### src/rtl/axis_fifo_pkg_prm.sv
// Shared parameters and types for the AXI-Stream FIFO and its traffic sources.
package axis_fifo_pkg_prm;

    localparam int unsigned AXI_DATA_WIDTH  = 32;
    localparam int unsigned BURST_LEN_WIDTH = 16;
    localparam int unsigned GAP_WIDTH       = 8;

    typedef enum logic [1:0] {
        IDLE = 2'd0,
        SEND = 2'd1,
        GAP  = 2'd2,
        DONE = 2'd3
    } gen_state_t;

    // Data word for a given beat index: seed plus index, wrapping at the data width.
    function automatic logic [AXI_DATA_WIDTH-1:0] beat_data(
        input logic [AXI_DATA_WIDTH-1:0]  seed_val,
        input logic [BURST_LEN_WIDTH-1:0] idx
    );
        return seed_val + AXI_DATA_WIDTH'(idx);
    endfunction

endpackage

### src/rtl/axis_if.sv
// AXI-Stream link bundle; one instance connects a master to a slave.
interface axis_if;
    import axis_fifo_pkg_prm::*;

    logic [AXI_DATA_WIDTH-1:0] tdata;
    logic                      tvalid;
    logic                      tready;

    modport m_axis (output tdata, output tvalid, input tready);
    modport s_axis (input tdata, input tvalid, output tready);

endinterface

### src/rtl/axis_pattern_gen.sv
// AXI-Stream burst source: emits seed, seed+1, ... for burst_len beats, then an
// optional idle gap and a one-cycle done pulse.
module axis_pattern_gen
    import axis_fifo_pkg_prm::*;
(
    input  logic                       aclk,
    input  logic                       rst,
    input  logic                       start,
    input  logic [BURST_LEN_WIDTH-1:0] burst_len,
    input  logic [GAP_WIDTH-1:0]       gap_len,
    input  logic [AXI_DATA_WIDTH-1:0]  seed,
    output logic                       busy,
    output logic                       done,
    axis_if.m_axis                     m_axis
);

    gen_state_t                 state;
    logic [BURST_LEN_WIDTH-1:0] len_q;
    logic [GAP_WIDTH-1:0]       gap_q;
    logic [AXI_DATA_WIDTH-1:0]  seed_q;
    logic [BURST_LEN_WIDTH-1:0] beat_cnt;
    logic [GAP_WIDTH-1:0]       gap_cnt;
    logic                       tvalid_q;
    logic [AXI_DATA_WIDTH-1:0]  tdata_q;
    logic                       busy_q;
    logic                       done_q;
    logic                       last_beat;

    // Beat counter holds the current index (max burst_len-1), so it never wraps
    // before the compare even for the largest burst length.
    assign last_beat = (beat_cnt == (len_q - BURST_LEN_WIDTH'(1)));

    // Burst sequencer with registered stream and status outputs.
    always_ff @(posedge aclk) begin
        if (rst) begin
            state    <= IDLE;
            len_q    <= '0;
            gap_q    <= '0;
            seed_q   <= '0;
            beat_cnt <= '0;
            gap_cnt  <= '0;
            tvalid_q <= 1'b0;
            tdata_q  <= '0;
            busy_q   <= 1'b0;
            done_q   <= 1'b0;
        end else begin
            done_q <= 1'b0;
            case (state)
                IDLE: begin
                    if (start) begin
                        len_q    <= burst_len;
                        gap_q    <= gap_len;
                        seed_q   <= seed;
                        beat_cnt <= '0;
                        busy_q   <= 1'b1;
                        if (burst_len != '0) begin
                            state    <= SEND;
                            tvalid_q <= 1'b1;
                            tdata_q  <= seed;
                        end else begin
                            state  <= DONE;
                            done_q <= 1'b1;
                        end
                    end
                end
                SEND: begin
                    if (tvalid_q && m_axis.tready) begin
                        if (last_beat) begin
                            tvalid_q <= 1'b0;
                            if (gap_q != '0) begin
                                state   <= GAP;
                                gap_cnt <= gap_q;
                            end else begin
                                state  <= DONE;
                                done_q <= 1'b1;
                            end
                        end else begin
                            beat_cnt <= beat_cnt + BURST_LEN_WIDTH'(1);
                            tdata_q  <= beat_data(seed_q, beat_cnt + BURST_LEN_WIDTH'(1));
                        end
                    end
                end
                GAP: begin
                    if (gap_cnt == GAP_WIDTH'(1)) begin
                        state   <= DONE;
                        done_q  <= 1'b1;
                        gap_cnt <= '0;
                    end else begin
                        gap_cnt <= gap_cnt - GAP_WIDTH'(1);
                    end
                end
                DONE: begin
                    state  <= IDLE;
                    busy_q <= 1'b0;
                end
                default: begin
                    state    <= IDLE;
                    tvalid_q <= 1'b0;
                    busy_q   <= 1'b0;
                end
            endcase
        end
    end

    assign m_axis.tvalid = tvalid_q;
    assign m_axis.tdata  = tdata_q;
    assign busy          = busy_q;
    assign done          = done_q;

endmodule
### src/flat_wrapper.sv
// flat-port wrapper written by rule: the top's interface ports become plain ports
module axis_pattern_gen_flat import axis_fifo_pkg_prm::*;
  (aclk, rst, start, burst_len, gap_len, seed, busy, done, m_axis_tdata, m_axis_tvalid, m_axis_tready);
  axis_if m_axis_i ();
  input  logic aclk;
  input  logic rst;
  input  logic start;
  input  logic [BURST_LEN_WIDTH-1:0] burst_len;
  input  logic [GAP_WIDTH-1:0] gap_len;
  input  logic [AXI_DATA_WIDTH-1:0] seed;
  output logic busy;
  output logic done;
  output wire logic [$bits(m_axis_i.tdata)-1:0] m_axis_tdata;
  output wire logic [$bits(m_axis_i.tvalid)-1:0] m_axis_tvalid;
  input wire logic [$bits(m_axis_i.tready)-1:0] m_axis_tready;
  assign m_axis_tdata = m_axis_i.tdata;
  assign m_axis_tvalid = m_axis_i.tvalid;
  assign m_axis_i.tready = m_axis_tready;
  axis_pattern_gen u_core (.aclk(aclk), .rst(rst), .start(start), .burst_len(burst_len), .gap_len(gap_len), .seed(seed), .busy(busy), .done(done), .m_axis(m_axis_i));
endmodule
### config.mk
export PLATFORM = sky130hd
export DESIGN_NAME = axis_pattern_gen_flat
export DESIGN_NICKNAME = d
export VERILOG_FILES = /design/src/rtl/axis_fifo_pkg_prm.sv /design/src/rtl/axis_if.sv /design/src/rtl/axis_pattern_gen.sv /design/src/flat_wrapper.sv
export SDC_FILE = /design/constraint.sdc
export NUM_CORES = 1
export LEC_CHECK = 0
export CAP_MARGIN = 20
export CORE_MARGIN = 2
export CORE_UTILIZATION = 35
export DETAILED_ROUTE_END_ITERATION = 6
export MAX_ROUTING_LAYER = met4
export PLACE_DENSITY = 0.63
export SYNTH_ARGS = -nofsm -noshare
export SYNTH_HDL_FRONTEND = slang
export SYNTH_SLANG_ARGS = --single-unit
### constraint.sdc
create_clock -name aclk -period 3.9 [get_ports aclk]
set_clock_uncertainty 0.1 [all_clocks]
set_input_delay 0.78 -clock aclk [delete_from_list [all_inputs] [get_ports aclk]]
set_output_delay 0.78 -clock aclk [all_outputs]
set_load 0.02 [all_outputs]
**After elaboration in Yosys (flattened, before gate mapping)**

Cells that the tools add are included.

- $add $sub $neg: 4
- Multiply operators: 0
- Divide/modulo/power cells: 0
- Magnitude comparators: 0
- Equal/unequal tests: 12
- Shifts and indexed selects: 0
- Multiplexer cells: 35
- Bitwise gates (word level): 0
- Reduce and logical (&&, ||, !) cells: 14

Operators by type and width:

| kind | number |
|---|---|
| $mux 32 | 4 |
| $pmux 32 s2 | 1 |
| $mux 16 | 3 |
| $add 32x16->32 | 1 |
| $mux 8 | 4 |
| $pmux 16 s2 | 1 |
| $add 16x1->16 const B | 1 |
| $eq 16x16->1 | 1 |
| $pmux 8 s2 | 1 |
| $reduce_bool 16->1 | 1 |
| $sub 16x1->16 const B | 1 |
| $mux 1 | 12 |
| $reduce_and 4->1 | 3 |
| $mux 2 | 5 |
| $ne 2x1->1 const B | 5 |
| $reduce_and 5->1 | 2 |
| $eq 8x1->1 const B | 1 |
| $pmux 2 s4 | 1 |
| $reduce_bool 8->1 | 1 |
| $sub 8x1->8 const B | 1 |
| $reduce_bool 2->1 | 3 |
| $eq 2x2->1 const B | 2 |
| $ne 2x2->1 const B | 2 |
| $pmux 1 s2 | 2 |
| 5 further kinds | 6 |

- Register bits: 117
- Bits in latches: 0
- RAM bits: 0
- Memory bits (read-only): 0
- Bits of input ports: 60
- Output and inout port bits: 35
- Logic and storage cells: 75
- Memories: 0

**Logic depth before layout (Yosys ltp)**

- Depth in word-level cells: 5
- Mapped depth: 17
- Mapped depth without buffers: 17

**Least setup slack after synthesis**

OpenSTA, ideal clock, no wires.

- Kind: reg2reg
- Start point: register u_core.beat_cnt[0]
- End point: register u_core.tdata_q[18] (netlist: u_core.m_axis.tdata[18])
- Setup time: 0.070 ns
- Arrival time: 3.298 ns
- Data required time: 3.730 ns
- Path slack: 0.431 ns
- Cell stages (with the launch flop): 16
- Buffers on the path: 1
- Clock period less this slack: 3.469 ns
- Path through: dfxtp_1 > ha_1 > nand3_1 > nor2_1 > nand4_1 > xnor2_1 > ha_1 > clkbuf_1 > and3_1 > and3_1 > a2111oi_0 > o211ai_1 > nand4_1 > xor2_1 > a211o_1 > a21oi_1

- Cells in the longest elaborated chain, start to end: 5
- Elaborated cells on any way between the ends: 8
- Classes of those cells: add/sub (2); eq/ne (2); mux (3); reduce/logical (1)

Ends and longest elaborated chain:

| item | line | text |
|---|---|---|
| start: declaration | axis_pattern_gen.sv:21 | `logic [BURST_LEN_WIDTH-1:0] beat_cnt;` |
| start signal: assignment | axis_pattern_gen.sv:78 | `beat_cnt <= beat_cnt + BURST_LEN_WIDTH'(1);` |
| $add 16x1->16 | axis_pattern_gen.sv:79 | `tdata_q <= beat_data(seed_q, beat_cnt + BURST_LEN_WIDTH'(1));` |
| $add 32x16->32 | axis_fifo_pkg_prm.sv:20 | `return seed_val + AXI_DATA_WIDTH'(idx);` |
| $mux 32 | axis_pattern_gen.sv:68 | `if (last_beat) begin` |
| $mux 32 | axis_pattern_gen.sv:67 | `if (tvalid_q && m_axis.tready) begin` |
| $pmux 32 s2 | axis_pattern_gen.sv:48 | `case (state)` |
| end signal: assignment | axis_pattern_gen.sv:79 |  |
| end: declaration | axis_pattern_gen.sv:24 | `logic [AXI_DATA_WIDTH-1:0] tdata_q;` |

Parallel ways exist; a longest one is shown, timed or not. The select of a mux whose other input is x is not followed.
A chain may end at the register's enable or synchronous reset.

**Final worst setup path**

- Start point: register u_core.beat_cnt[1]
- End point: register u_core.tdata_q[18] (netlist: u_core.m_axis.tdata[18])

Same word-level chain as after synthesis.

==> flow_metrics.py <==
metrics = {
    "critical_path": {
        "regToRegEndpoint": "u_core.m_axis.tdata[18]",
        "r2r-start": "u_core.beat_cnt[1]",
        "start_kind": "flip-flop",
        "path_max_fanout": 8,
        "worst-setup-path-type": "reg -> reg",
        "crit_required_ns": 4.15,
        "worstPathArrival_ns": 3.85,
        "r2r_slack_ns": 0.29,
        "reg2reg_depth": 16,
        "endpoint_kind": "flip-flop",
    },
    "global_route": {
        "grt_pass1_wl_um": 32600,
        "grt_antenna_before_repair": 0,
        "grtUsageTotal_pct": 19.3,
        "grt_overflow": 0,
        "grt_max_degree": 54,
        "grt_pass1_vias": 6409,
    },
    "floorplan": {
        "io_pins": 95,
        "fp.dieW_um": 146,
        "rows": 52,
        "design.die.area_sq_um": 21400,
        "start_util_pct": 35.3,
        "fp.coreArea_sq_um": 20000,
        "die_h_um": 146,
    },
    "clocking": {
        "clock_sink_count": 117,
        "clock_latency_ns": 0.42,
        "clkTransAtPathRegs_ns": 0.06,
        "cts_tree": "yes",
        "cts_max_path_buffers": 2,
        "root_buffer": "clkbuf_16",
        "h-tree-depth": 4,
        "cts_made_buffers": 17,
    },
    "power": {
        "switchingPower_mw": 1.96,
        "p_leak_nw": 3.45,
        "p_per_area_nw_per_um2": 593,
        "p_total_mw": 5.30,
        "clockPowerShare_pct": 30.1,
        "p_comb_share_pct": 39.2,
        "p_seq_share_pct": 30.7,
        "p_sw_share_pct": 37.1,
        "peakVddDrop_mv": 0.330,
        "p_int_mw": 3.34,
    },
    "outcome": {
        "outcome": "completed",
    },
    "drt": {
        "finalWirelength_um": 20000,
        "wl_met2_um": 8930,
        "dr_wl_met3_um": 1120,
        "dr.pass1.iters": 5,
        "met1Wirelength_um": 9640,
        "wl_per_cell_um": 15.7,
        "route.detailed.drc": 0,
        "num_vias": 6759,
        "drt_iter0_markers": 470,
        "highest_layer": "met4",
        "ant_nets": 0,
        "via_per_inst": 5.32,
    },
    "synthesis": {
        "synth_area_leaders": "dfxtp_1 33%, nand2_1 8.8%, a21oi_1 7.4%, ha_1 4.2%, xor2_1 4.1%",
        "synthSimpleGateAreaFrac_pct": 24.2,
        "synthXorXnorAreaFrac_pct": 7.80,
        "netlist_area_sq_um": 7070,
        "synth_top_cell_area_share_pct": 33.1,
        "synthDistinctLibCells": 80,
        "synth-compound-area-share_pct": 21.3,
        "synth_warnings": 0,
        "synth-edff-count": 0,
        "synthMuxAreaShare_pct": 3.13,
        "synth_ff_type": "dfxtp_1",
        "async_reset_ff_share_pct": 0,
        "ys_ff_latch": 117,
        "avgSynthCellArea_sq_um": 7.87,
        "synth_nets": 984,
        "yosysTopAreaCell": "dfxtp_1",
        "netlist_instances": 899,
        "synthAdderAreaFrac_pct": 4.53,
        "synth_top_family_by_area": "simple AND/OR/NAND/NOR gates",
        "yosysSeqAreaShare_pct": 33.1,
    },
    "finish": {
        "num_antenna_cells": 0,
        "areaGrowthSynthToFinish_pct": 26.4,
        "multi_input_area_sq_um": 4360,
        "regArea_sq_um": 2340,
        "drive_gt1_share_pct": 9.60,
        "final_common_cell": "nand2_1",
        "final_cell_mix": "164 x nand2_1, 117 x dfxtp_1, 101 x a21oi_1",
        "nFillCells": 2056,
        "postLayoutCellArea_sq_um": 8940,
        "finish.net_count": 1073,
    },
    "sta": {
        "fin_crit_ns": 3.61,
        "tightestPinTransition_ns": 0.853,
        "rsz0062_at_grt": "yes",
        "slew_violations": 0,
        "final-setup-viol-count": 0,
        "max_freq_mhz": 277,
        "worst_slack_ns": 0.291,
        "fin_crit_sh_pct": 92.5,
        "max_slew_margin_pct": 43.0,
        "fin_setup_tns_ns": 0,
        "hold_viol": 0,
    },
    "hold_path": {
        "holdPathStages": 2,
        "min_from": "u_core.m_axis.tdata[21]",
        "min_delay_worst_endpoint": "u_core.m_axis.tdata[21]",
        "hold_class": "reg -> reg",
    },
    "place": {
        "hpwlAfterDp_um": 14200,
        "place.port_buffers": 94,
        "gp_congestion": 0.854,
        "placed_area_sq_um": 8310,
        "place_ws_ns": 0.197,
    },
    "job": {
        "max_cap_violations": 0,
    },
}
## registers in the layout, indices dropped and copies added, names as in the netlist
name,count
u_core.state,2
u_core.seed_q,32
u_core.done,1
u_core.len_q,16
u_core.gap_q,8
u_core.m_axis.tdata,32
u_core.gap_cnt,8
u_core.busy,1
u_core.m_axis.tvalid,1
u_core.beat_cnt,16
## power by group through the flow
stage | Clock [mW] | Sequential, mW | Combinational, mW
floorplan | 0 | 1.76 | 1.19
global placement | 0 | 1.65 | 2.06
detailed placement | 0 | 1.64 | 2.08
CTS | 1.62 | 1.62 | 2.09
global route | 1.68 | 1.66 | 2.27
finish | 1.60 | 1.63 | 2.08
## stage by stage
| stage | instances | util [%] | hold WS [ns] |
|---|---|---|---|
| 3_3_place_gp | 1239 | 41.5 | 0.346 |
| 5_1_grt | 1270 | 44.6 | 0.382 |
| 6_report | 1270 | 44.6 | 0.357 |
| 4_1_cts | 1270 | 44.4 | 0.361 |
| 2_1_floorplan | 899 | - | 0.336 |
| 3_5_place_dp | 1239 | 41.5 | 0.346 |
## final cells by class
type / count / share of cell area (%)
Clock buffer: 22 / 5.19
Clock inverter: 9 / 1.43
Inverter: 26 / 1.09
Multi-Input combinational cell: 699 / 48.8
Sequential cell: 117 / 26.2
Tap cell: 270 / 3.78
Timing Repair Buffer: 127 / 13.5
## worst max path at each step
| stage | end | slack, ns | startpoint |
|---|---|---|---|
| after floorplan | u_core.m_axis.tdata[18] | 0.43 | u_core.beat_cnt[0] |
| after global placement | u_core.m_axis.tdata[24] | 0.26 | u_core.beat_cnt[0] |
| after detailed placement | u_core.m_axis.tdata[18] | 0.20 | u_core.beat_cnt[0] |
| after CTS | u_core.m_axis.tdata[18] | 0.16 | u_core.beat_cnt[0] |
| after global routing | u_core.m_axis.tdata[18] | 0.007 | u_core.beat_cnt[0] |
| final | u_core.m_axis.tdata[18] | 0.29 | u_core.beat_cnt[1] |
## worst max-delay path: stages (launching register included)
cell       delay [ns]
dfxtp_1          0.41
ha_1             0.26
nand3_1          0.15
nor2_2           0.16
nand4_1          0.17
xnor2_2          0.19
ha_1             0.29
and3_1           0.19
and3_1           0.19
a2111oi_1        0.37
buf_4            0.18
o211ai_1         0.10
buf_4            0.18
nand4_1          0.11
xor2_1           0.07
a211o_1          0.30
a21oi_1          0.11
## logic make-up after synthesis
| kind of cell | after synthesis |
|---|---|
| AND/OR/NAND/NOR | 360 |
| AO/OA/AOI/OAI | 229 |
| flip-flops | 117 |
| buffers and inverters | 83 |
| XOR/XNOR | 63 |
| adder cells (fa/ha/maj) | 25 |
| multiplexers | 22 |
## repair_timing
| item | in CTS | in global routing |
|---|---|---|
| hold buffers | 0 | 0 |
| setup buffers | 0 | 0 |
| endpoints found under the setup margin | 0 | 11 |
| resized for setup | 0 | 9 |
## layer usage
metal | global-route usage (%) | vias up
met5 | - | -
met4 | 6.21 | 0
met3 | 4.25 | 20
met2 | 29.9 | 191
met1 | 25.3 | 3160
li1 | - | 3388
## synthesized netlist by cell type, drive strengths merged (2+ instances only)
cell type and count:
and4 4, o311ai 3, a2111oi 4, nand3b 4, or4 5, o21ai 28
a41oi 2, clkbuf 43, or2 3, o41ai 2, nor4b 3, nand4 16
a221o 2, o32ai 2, a31oi 6, ha 24, and2 7, a211oi 23
nand2 165, nand3 40, a21o 9, inv 26, o211ai 5, nor2 53
and3 12, nor2b 7, dfxtp 117, nor3 18, o31ai 4, xnor2 30
or3 2, o22ai 2, buf 13, mux2i 21, a211o 9, a21oi 104
xor2 33, a22o 11, nor4 14
Note: power is estimated with default switching activity, not from simulation.
